### src/rtl/bridge_arbiter_pkg.sv
// Shared types and width defaults for the bridge DRAM-port arbiter.
package bridge_arbiter_pkg;
    localparam int ADDR_W_DEF = 8;
    localparam int DATA_W_DEF = 64;

    typedef enum logic [2:0] {
        IDLE,
        ISSUE,
        WAIT,
        RESP,
        DRAIN
    } arb_state_t;
endpackage

### src/rtl/bridge_arbiter_rr_pick2.sv
// Combinational two-way round-robin picker: on a tie the requester that did
// not win last time is chosen.
module rr_pick2 (
    input  logic [1:0] valid,
    input  logic       last_grant,
    output logic [1:0] grant_onehot,
    output logic       any
);
    always_comb begin
        grant_onehot = valid;
        if (valid == 2'b11)
            grant_onehot = last_grant ? 2'b01 : 2'b10;
    end

    assign any = |valid;
endmodule

### src/rtl/bridge_arbiter.sv
// Shares the single bridge C_* port between the OS engine (req0) and the
// restock/audit engine (req1), one outstanding transaction with timeout.
module bridge_arbiter
    import bridge_arbiter_pkg::*;
#(
    parameter int ADDR_W      = ADDR_W_DEF,
    parameter int DATA_W      = DATA_W_DEF,
    parameter int TIMEOUT_CYC = 1024
) (
    input  logic              clk,
    input  logic              rst_n,
    input  logic              req0_valid,
    input  logic              req0_r_wb,
    input  logic [ADDR_W-1:0] req0_addr,
    input  logic [DATA_W-1:0] req0_data_w,
    output logic              req0_ack,
    output logic              req0_done,
    output logic              req0_err,
    output logic [DATA_W-1:0] req0_data_r,
    input  logic              req1_valid,
    input  logic              req1_r_wb,
    input  logic [ADDR_W-1:0] req1_addr,
    input  logic [DATA_W-1:0] req1_data_w,
    output logic              req1_ack,
    output logic              req1_done,
    output logic              req1_err,
    output logic [DATA_W-1:0] req1_data_r,
    output logic              C_in_valid,
    output logic              C_r_wb,
    output logic [ADDR_W-1:0] C_addr,
    output logic [DATA_W-1:0] C_data_w,
    input  logic              C_out_valid,
    input  logic [DATA_W-1:0] C_data_r
);
    localparam int CNT_W = $clog2(TIMEOUT_CYC + 1);
    // Leaving WAIT from this value is the moment the counter would reach TIMEOUT_CYC-1.
    localparam logic [CNT_W-1:0] CNT_LAST = CNT_W'(TIMEOUT_CYC - 2);

    arb_state_t        state;
    logic              last_grant;
    logic              owner;
    logic [CNT_W-1:0]  cnt;
    logic [DATA_W-1:0] rsp_data;
    logic [1:0]        grant;
    logic              any_valid;

    rr_pick2 u_pick (
        .valid       ({req1_valid, req0_valid}),
        .last_grant  (last_grant),
        .grant_onehot(grant),
        .any         (any_valid)
    );

    // The C_* request fields double as the request latch and hold until the next issue.
    always_ff @(posedge clk or negedge rst_n) begin
        if (!rst_n) begin
            state       <= IDLE;
            last_grant  <= 1'b1;
            owner       <= 1'b0;
            cnt         <= '0;
            rsp_data    <= '0;
            C_in_valid  <= 1'b0;
            C_r_wb      <= 1'b0;
            C_addr      <= '0;
            C_data_w    <= '0;
            req0_ack    <= 1'b0;
            req0_done   <= 1'b0;
            req0_err    <= 1'b0;
            req0_data_r <= '0;
            req1_ack    <= 1'b0;
            req1_done   <= 1'b0;
            req1_err    <= 1'b0;
            req1_data_r <= '0;
        end else begin
            C_in_valid <= 1'b0;
            req0_ack   <= 1'b0;
            req1_ack   <= 1'b0;
            req0_done  <= 1'b0;
            req1_done  <= 1'b0;
            req0_err   <= 1'b0;
            req1_err   <= 1'b0;
            case (state)
                IDLE: begin
                    if (any_valid) begin
                        owner      <= grant[1];
                        last_grant <= grant[1];
                        C_in_valid <= 1'b1;
                        C_r_wb     <= grant[1] ? req1_r_wb   : req0_r_wb;
                        C_addr     <= grant[1] ? req1_addr   : req0_addr;
                        C_data_w   <= grant[1] ? req1_data_w : req0_data_w;
                        req0_ack   <= grant[0];
                        req1_ack   <= grant[1];
                        state      <= ISSUE;
                    end
                end
                ISSUE: begin
                    cnt   <= '0;
                    state <= WAIT;
                end
                WAIT: begin
                    if (C_out_valid) begin
                        if (C_r_wb)
                            rsp_data <= C_data_r;
                        state <= RESP;
                    end else if (cnt == CNT_LAST) begin
                        req0_done <= ~owner;
                        req1_done <= owner;
                        req0_err  <= ~owner;
                        req1_err  <= owner;
                        state     <= DRAIN;
                    end else begin
                        cnt <= cnt + CNT_W'(1);
                    end
                end
                RESP: begin
                    req0_done <= ~owner;
                    req1_done <= owner;
                    if (C_r_wb) begin
                        if (owner)
                            req1_data_r <= rsp_data;
                        else
                            req0_data_r <= rsp_data;
                    end
                    state <= IDLE;
                end
                DRAIN: begin
                    if (C_out_valid)
                        state <= IDLE;
                end
                default: state <= IDLE;
            endcase
        end
    end
endmodule

### config.mk
export PLATFORM = sky130hd
export DESIGN_NAME = bridge_arbiter
export DESIGN_NICKNAME = d
export VERILOG_FILES = /design/src/rtl/bridge_arbiter_pkg.sv /design/src/rtl/bridge_arbiter_rr_pick2.sv /design/src/rtl/bridge_arbiter.sv
export SDC_FILE = /design/constraint.sdc
export NUM_CORES = 1
export LEC_CHECK = 0
export CAP_MARGIN = 15
export CORE_MARGIN = 8
export CORE_UTILIZATION = 46
export CTS_BUF_LIST = sky130_fd_sc_hd__clkbuf_8
export DETAILED_ROUTE_END_ITERATION = 8
export GPL_ROUTABILITY_DRIVEN = 0
export PLACE_DENSITY = 0.83
export SYNTH_ARGS = -nofsm -noshare
export SYNTH_HDL_FRONTEND = slang
export SYNTH_SLANG_ARGS = --single-unit
export TNS_END_PERCENT = 1
### constraint.sdc
create_clock -name clk -period 1.9 [get_ports clk]
set_input_delay 0.19 -clock clk [delete_from_list [all_inputs] [get_ports clk]]
set_output_delay 0.19 -clock clk [all_outputs]
set_load 0.1 [all_outputs]
# Word level (Yosys, flattened, before mapping)
# Index checks and enable logic that the tools add are counted.
# Widths: inputs -> output; s select.
[classes] addsub=1 eq_ne=11 muxes=27 n_bitwise=1 reduce_logical=9
[op_table] operator="$mux 64" n=1
[op_table] operator="$mux 11" n=2
[op_table] operator="$pmux 11 s2" n=1
[op_table] operator="$reduce_and 3->1" n=5
[op_table] operator="$mux 1" n=13
[op_table] operator="$mux 3" n=4
[op_table] operator="$pmux 3 s4" n=1
[op_table] operator="$add 11x1->11 const B" n=1
[op_table] operator="$eq 11x10->1 const B" n=1
[op_table] operator="$mux 8" n=1
[op_table] operator="$ne 2x2->1 const B" n=4
[op_table] operator="$eq 3x2->1 const B" n=2
[op_table] operator="$mux 2" n=2
[op_table] operator="$pmux 1 s2" n=2
[op_table] operator="$eq 3x1->1 const B" n=1
[op_table] operator="$eq 3x3->1 const B" n=1
[op_table] operator="$logic_not 3->1" n=1
[op_table] operator="$ne 3x3->1 const B" n=1
[op_table] operator="$eq 2x2->1 const B" n=1
[op_table] operator="$reduce_and 2->1" n=1
[op_table] operator="$reduce_bool 2->1" n=1
[op_table] operator="$reduce_or 2->1" n=1
[op_table] operator="$not 1->1" n=1
[word_totals] regBits=288 inputBits=215 out_inout_bits=208 elab_cells=66

# Longest topological paths before layout
# Gate-level depths: netlist (run 1).
[logic_depth] word_depth=4 ltp_mapped=8 mapped_depth_nobuf=6

# By module
# A second synthesis (run 1) with hierarchy kept.
[unflattened] cells_unflattened=838 area_unflattened_um2=11661.2
[by_module_without_submodules] module="bridge_arbiter" instances=1 cells_each=834 area_each_um2=11636.2 seq_area_each_um2=7208.2
[by_module_without_submodules] module="rr_pick2" instances=1 cells_each=4 area_each_um2=25.0 seq_area_each_um2=0.0

# Worst setup path after synthesis (run 1)
# Ideal clock, no wire load.
[synth_timing] path_type="register -> register" startpoint="reg C_r_wb" endpoint="reg req0_data_r[3]" setup_ns=0.125 arrival_ns=2.113 required_time_ns=1.775 setup_slack_ns=-0.339 stages_incl_launch_ff=5 path_buffers=1 synth_period_minus_slack_ns=2.239 cell_sequence="dfrtp_1 > nand2_1 > nor3_4 > buf_2 > mux2_2"
[synth_via] elab_chain_cells=1
[synth_rtl] element="start, declared" line="bridge_arbiter.sv:29" rtl="output logic C_r_wb,"
[synth_rtl] element="start signal, assigned" line="bridge_arbiter.sv:88" rtl="C_r_wb <= grant[1] ? req1_r_wb : req0_r_wb;"
[synth_rtl] element="$reduce_and 3->1 (no line)"
[synth_rtl] element="end signal, assigned" line="bridge_arbiter.sv:122" rtl="req0_data_r <= rsp_data;"
[synth_rtl] element="end, declared" line="bridge_arbiter.sv:19" rtl="output logic [DATA_W-1:0] req0_data_r,"
# Every way passes these cells.
# A chain may end at the register's enable or synchronous reset.

# Worst setup path in the final report (run 1)
[layout_timing] startpoint="reg state[2]" endpoint="reg C_addr[4]"
[layout_via] elab_chain_cells=2
[layout_rtl] element="start, declared" line="bridge_arbiter.sv:39" rtl="arb_state_t state;"
[layout_rtl] element="start signal, assigned" line="bridge_arbiter.sv:57" rtl="state <= IDLE;"
[layout_rtl] element="start signal, assigned" line="bridge_arbiter.sv:93" rtl="state <= ISSUE;"
[layout_rtl] element="start signal, assigned" line="bridge_arbiter.sv:98" rtl="state <= WAIT;"
[layout_rtl] element="$logic_not 3->1" line="bridge_arbiter.sv:82" rtl="case (state)"
[layout_rtl] element="$reduce_and 2->1 (no line)"
[layout_rtl] element="end signal, assigned" line="bridge_arbiter.sv:89" rtl="C_addr <= grant[1] ? req1_addr : req0_addr;"
[layout_rtl] element="end, declared" line="bridge_arbiter.sv:30" rtl="output logic [ADDR_W-1:0] C_addr,"
# Every way passes these cells.

==> results.yml, run 1 <==
routing:
  dr.pass1.iters: 5
  drt_iter0_drc: 550
  vias_per_cell: 5.366
  ant_nets: 0
  routed_wl_um: 36040
  route.detailed.drc: 0
  wl_per_cell_um: 22.68
  vias: 8527
floorplan:
  start_util: 0.4654
  fp.dieW_um: 175.2
  rows: 58
  core_um2: 25040
  pin_count: 423
  dieArea_um2: 30680
  die_h_um: 175.2
job:
  drv_cap: 0
clocking:
  cts_buffers: 46
  cts-root-buf: "clkbuf_8"
  cts_sinks: 288
  cts_buffer_depth: 3
  cts_setup_buffers: 0
  cts_tree: "built"
  clk_pin_slew_ps: 60
  clk_latency_ps: 560
  htreeDepth: 2
sta:
  slew_violations: 0
  finalClockSkew_ps: 19.24
  max-slew-margin-rel: 0.6834
  fmax_ghz: 0.5519
  finalHoldViolations: 0
  worst_slack_ps: 88.19
  min_period_ps: 1812
  worst_hold_slack_ps: 195.6
  worst_pin_slew_ps: 474.9
  finalSetupViolCount: 0
  finalCritPeriodShare: 0.9536
  rsz0062_at_grt: "false"
status:
  status: "finished, final reports clean"
place:
  postPlaceCellArea_um2: 15900
  io_buffers: 422
  dp_slack_ps: -57.58
  hpwl_um: 26260
grt:
  antenna_found_initial: 9
  track_usage: 0.2274
  gr-total-overflow: 0
  grt_pass1_wl_um: 54890
  grt_max_degree: 59
  first_global_vias: 9331
final_layout:
  layout_common_cells: "286 x dfrtp_1, 224 x buf_4, 213 x clkdlybuf4s50_1"
  fillers: 1793
  drive_above_1_share: 0.4032
  postLayoutCellArea_um2: 16980
  area_delta_synth_final_pct: 45.69
  final_nets: 1430
  final_common_cell: "dfrtp_1"
  fin_util: 0.6780
yosys:
  synth_cell_types: 45
  syn-instance-count: 763
  synth_mux_area_frac: 0.2058
  synth_edf_count: 0
  synth_xor_area_frac: 0
  synth-seq-area-share: 0.6187
  synth_top_family_by_area: "multiplexers"
  ys_warn_count: 0
  synth_compound_area_frac: 0.1192
  synth_ff_type: "dfrtp_1"
  netlist_area_um2: 11650
  synth-seq-cells: 288
  synth-simple-area-share: 0.02706
  yosys.area_share.adder: 0.002148
  synthArstFlopShare: 1.000
  avgSynthCellArea_um2: 15.27
  synth_fp_nets: 980
min_path:
  hold_path_class: "input pin to asynchronous set/reset pin"
critical_path:
  r2r_setup_slack_ps: 90
  cp-end-kind: "flip-flop"
  path_class: "flip-flop to flip-flop"
  start_kind: "flip-flop"
  crit_fanout: 58
  critPathArrivalTime_ps: 2240
  required_ps: 2330
final timing paths:
| path | cells past startpoint | from | to |
|---|---|---|---|
| worst max-delay path | 5 | state[2] | C_addr[4] |
| worst min-delay path | 2 | rst_n | req1_data_r[47] |
| worst max register to register | 5 | state[2] | C_addr[4] |
| worst min register to register | 1 | req0_data_r[11] | req0_data_r[11] |
| max in group asynchronous | 3 | rst_n | req0_data_r[31] |
| min in group clk | 2 | req0_data_w[28] | C_data_w[28] |
synth_stat cells, types with 2 or more instances:
cell type,n,share of area
a211o_1,6,0.0045
a21o_1,76,0.049
a21oi_1,2,0.00086
a22o_1,73,0.055
a31oi_1,2,0.0011
and3_1,3,0.0016
buf_2,31,0.013
buf_4,2,0.0013
buf_6,8,0.0077
clkbuf_1,8,0.0026
dfrtp_1,287,0.62
ha_1,2,0.0021
inv_1,6,0.0019
mux2_1,7,0.0068
mux2_2,125,0.12
mux2_4,60,0.077
nand2_1,9,0.0029
nand2b_1,5,0.0027
nand3_1,6,0.0026
nand4_1,2,0.0011
nor2_1,3,0.00097
nor3_1,5,0.0021
nor3b_1,4,0.0026
nor4_1,6,0.0032
o211a_1,4,0.0034
o21ai_0,2,0.00086
cell type report:
class / count / area, µm² / share of cell area
multi-input cells: 419 / 4159 / 0.2450
repair buffers: 452 / 4099 / 0.2415
clock inverters: 22 / 180.2 / 0.01061
diodes: 9 / 22.52 / 0.001327
inverters: 6 / 22.52 / 0.001327
well taps: 330 / 412.9 / 0.02432
flip-flops and latches: 288 / 7212 / 0.4249
clock buffers: 63 / 867.1 / 0.05108
cells by family after synthesis:
family	after synthesis
compound gates	172
fa+ha+maj	2
buf+inv	56
flops	288
mux	193
simple gates	52
critical path: stages (launching register included):
cell     delay [ps]
dfrtp_1         450
nor3_1          390
o21ai_4         150
buf_12          220
a22o_1          270
a21o_1          160
what timing repair did:
action / in CTS / in global routing
hold buffers: 1 / 0
endpoints found under the hold margin: 261 / 0
gates resized for setup: 0 / 0
per-layer routing:
metal	wire length [µm]	vias up	global-route usage	share of wire
met3	3811	69	0.09497	0.11
met5	0	-	0	0
met2	17810	411	0.3703	0.49
met1	13460	4322	0.2632	0.37
li1	-	3725	-	-
met4	959	0	0.08937	0.027
stage by stage:
step,instances,TNS [ps]
2_1_floorplan,763,0
3_3_place_gp,1494,0
3_5_place_dp,1494,-91.48
4_1_cts,1580,0
5_1_grt,1589,0
6_report,1589,0
state kept, by name, indices dropped and copies added, names as in the netlist:
| register | cells |
|---|---|
| owner | 1 |
| rsp_data | 64 |
| req0_err | 1 |
| state | 3 |
| C_data_w | 64 |
| C_r_wb | 1 |
| last_grant | 1 |
| req0_done | 1 |
| req1_done | 1 |
| C_addr | 8 |
| C_in_valid | 1 |
| req1_ack | 1 |
| cnt | 11 |
| req1_err | 1 |
| req0_ack | 1 |
| req0_data_r | 64 |
| req1_data_r | 64 |
Power of run 1 is not shown: default switching activity piles up to over one toggle a cycle in this logic, so the estimate is an artifact.
==> inputs of run 2 (changes only) <==
CORE_UTILIZATION = 50   (was 46)
MAX_ROUTING_LAYER = met4   (was unset)
PLACE_DENSITY = 0.89   (was 0.83)
clock period = 2.3 ns   (was 1.9 ns; I/O delays follow)
==> results.yml, run 2 (synthesis gave the netlist of run 1 again) <==
critical_path:
  r2r_end: "rsp_data[63]"
  critPathArrivalTime_ps: 2530
  r2r_cells: 5
  crit_fanout: 34
  start_kind: "flip-flop"
  path_cells: "nor2_2 > and2_1 > and3_4 > buf_12 > mux2_2"
  slowest_delay_ps: 460
  path_class: "flip-flop to flip-flop"
  cp-end-kind: "flip-flop"
  crit_end: "rsp_data[63]"
  required_ps: 2720
  r2r_setup_slack_ps: 200
  r2r_start: "state[2]"
  startpoint: "state[2]"
  cp_slowest_cell: "dfrtp_1"
clocking:
  clk_latency_ps: 560
  cts_tree: "built"
  htreeDepth: 2
  cts_buffers: 48
  cts-root-buf: "clkbuf_8"
  cts_sinks: 288
  clk_pin_slew_ps: 60
  cts_buffer_depth: 3
  cts-resized-gates: 0
sta:
  finalHoldViolations: 0
  rsz0062_at_grt: "false"
  fmax_ghz: 0.4753
  finalClockSkew_ps: 23.25
  finalSetupViolCount: 0
  worst_pin_slew_ps: 514.4
  finalSetupTns_ps: 0
  max-slew-margin-rel: 0.6570
  slew_violations: 0
  finalCritPeriodShare: 0.9147
  min_period_ps: 2104
grt:
  grt_pass1_wl_um: 54670
  grt_max_degree: 77
  first_global_vias: 9297
  antenna_found_initial: 8
  track_usage: 0.2553
  gr-total-overflow: 0
floorplan:
  fp.dieW_um: 168.7
  rows: 56
  start_util: 0.5024
  pin_count: 423
  die_h_um: 168.7
  dieArea_um2: 28440
  core_um2: 23190
status:
  status: "finished, final reports clean"
final_layout:
  final_common_cell: "dfrtp_1"
  multiInputGateArea_um2: 4159
  final_nets: 1421
  fillers: 1501
  layout_common_cells: "287 x dfrtp_1, 216 x buf_4, 213 x clkdlybuf4s50_1"
  drive_above_1_share: 0.3934
  regArea_um2: 7208
  area_delta_synth_final_pct: 43.64
routing:
  route.detailed.drc: 0
  wl_per_cell_um: 23.00
  ant_nets: 0
  drt_iter0_drc: 554
  vias_per_cell: 5.399
  routed_wl_um: 36000
  dr.pass1.iters: 5
  vias: 8450
job:
  drv_cap: 0
min_path:
  hold_path_class: "input pin to asynchronous set/reset pin"
place:
  hpwl_um: 25960
  io_buffers: 422
-- run 2: cell count changes in the layout (fill, tap and decap cells not counted), sizes merged --
cell | previous run | this run
clkinvlp | 2 | 3
clkinv | 3 | 4
buf | 238 | 227
clkbuf | 63 | 59
inv | 20 | 23
bufinv | 3 | 1
diode | 9 | 8
-- run 2: per-layer routing --
metal | share of wire | global-route usage
met4 | 0.031 | 0.1052
met5 | 0 | -
met3 | 0.091 | 0.08991
met2 | 0.49 | 0.4028
met1 | 0.39 | 0.2952
-- run 2: cell type report --
| type | instances | share of cell area |
|---|---|---|
| clock inverters | 25 | 0.008149 |
| diodes | 8 | 0.001196 |
| clock buffers | 59 | 0.04852 |
| repair buffers | 441 | 0.2377 |
| inverters | 6 | 0.001346 |
| multi-input cells | 419 | 0.2485 |
| flip-flops and latches | 288 | 0.4307 |
| well taps | 319 | 0.02385 |
-- run 2: worst max-delay path: cells and delay by family (launching register included) --
family / cells / cell delay [ps]
and+or+nand+nor: 3 / 830
DFF: 1 / 460
muxes: 1 / 370
buffers and inverters: 1 / 260
-- run 2: what timing repair did --
item | CTS | global route
setup buffers | 0 | 0
endpoints found under the hold margin | 59 | 0
hold buffers | 1 | 0
setup endpoints to repair | 0 | 0
-- run 2: worst min-delay path by stage --
| stage | start | endpoint | slack [ps] | cells past startpoint |
|---|---|---|---|---|
| 2_1_floorplan | rst_n | C_addr[0] | -70 | 0 |
| 3_3_place_gp | rst_n | req0_data_r[24] | 220 | 1 |
| 3_5_place_dp | rst_n | req1_data_r[31] | 220 | 1 |
| 4_1_cts | req0_data_w[59] | C_data_w[59] | 220 | 2 |
| 5_1_grt | req0_data_w[56] | C_data_w[56] | 220 | 2 |
| 6_report | rst_n | rsp_data[11] | 250 | 2 |
-- run 2: per-stage QoR --
| step | cell area [µm²] | setup slack (ps) | utilization | instances | hold WS, ps |
|---|---|---|---|---|---|
| floorplan | 11650 | 61.18 | - | 763 | -65.59 |
| finish | 16740 | 196.3 | 0.7216 | 1565 | 246.6 |
| global placement | 15760 | 342.6 | 0.6794 | 1472 | 215.9 |
| global route | 16740 | 97.66 | 0.7216 | 1565 | 218.4 |
| detailed placement | 15760 | 239.7 | 0.6794 | 1472 | 222.3 |
| CTS | 16720 | 225.8 | 0.7208 | 1557 | 223.1 |
Power of run 2 is left out for the same reason.
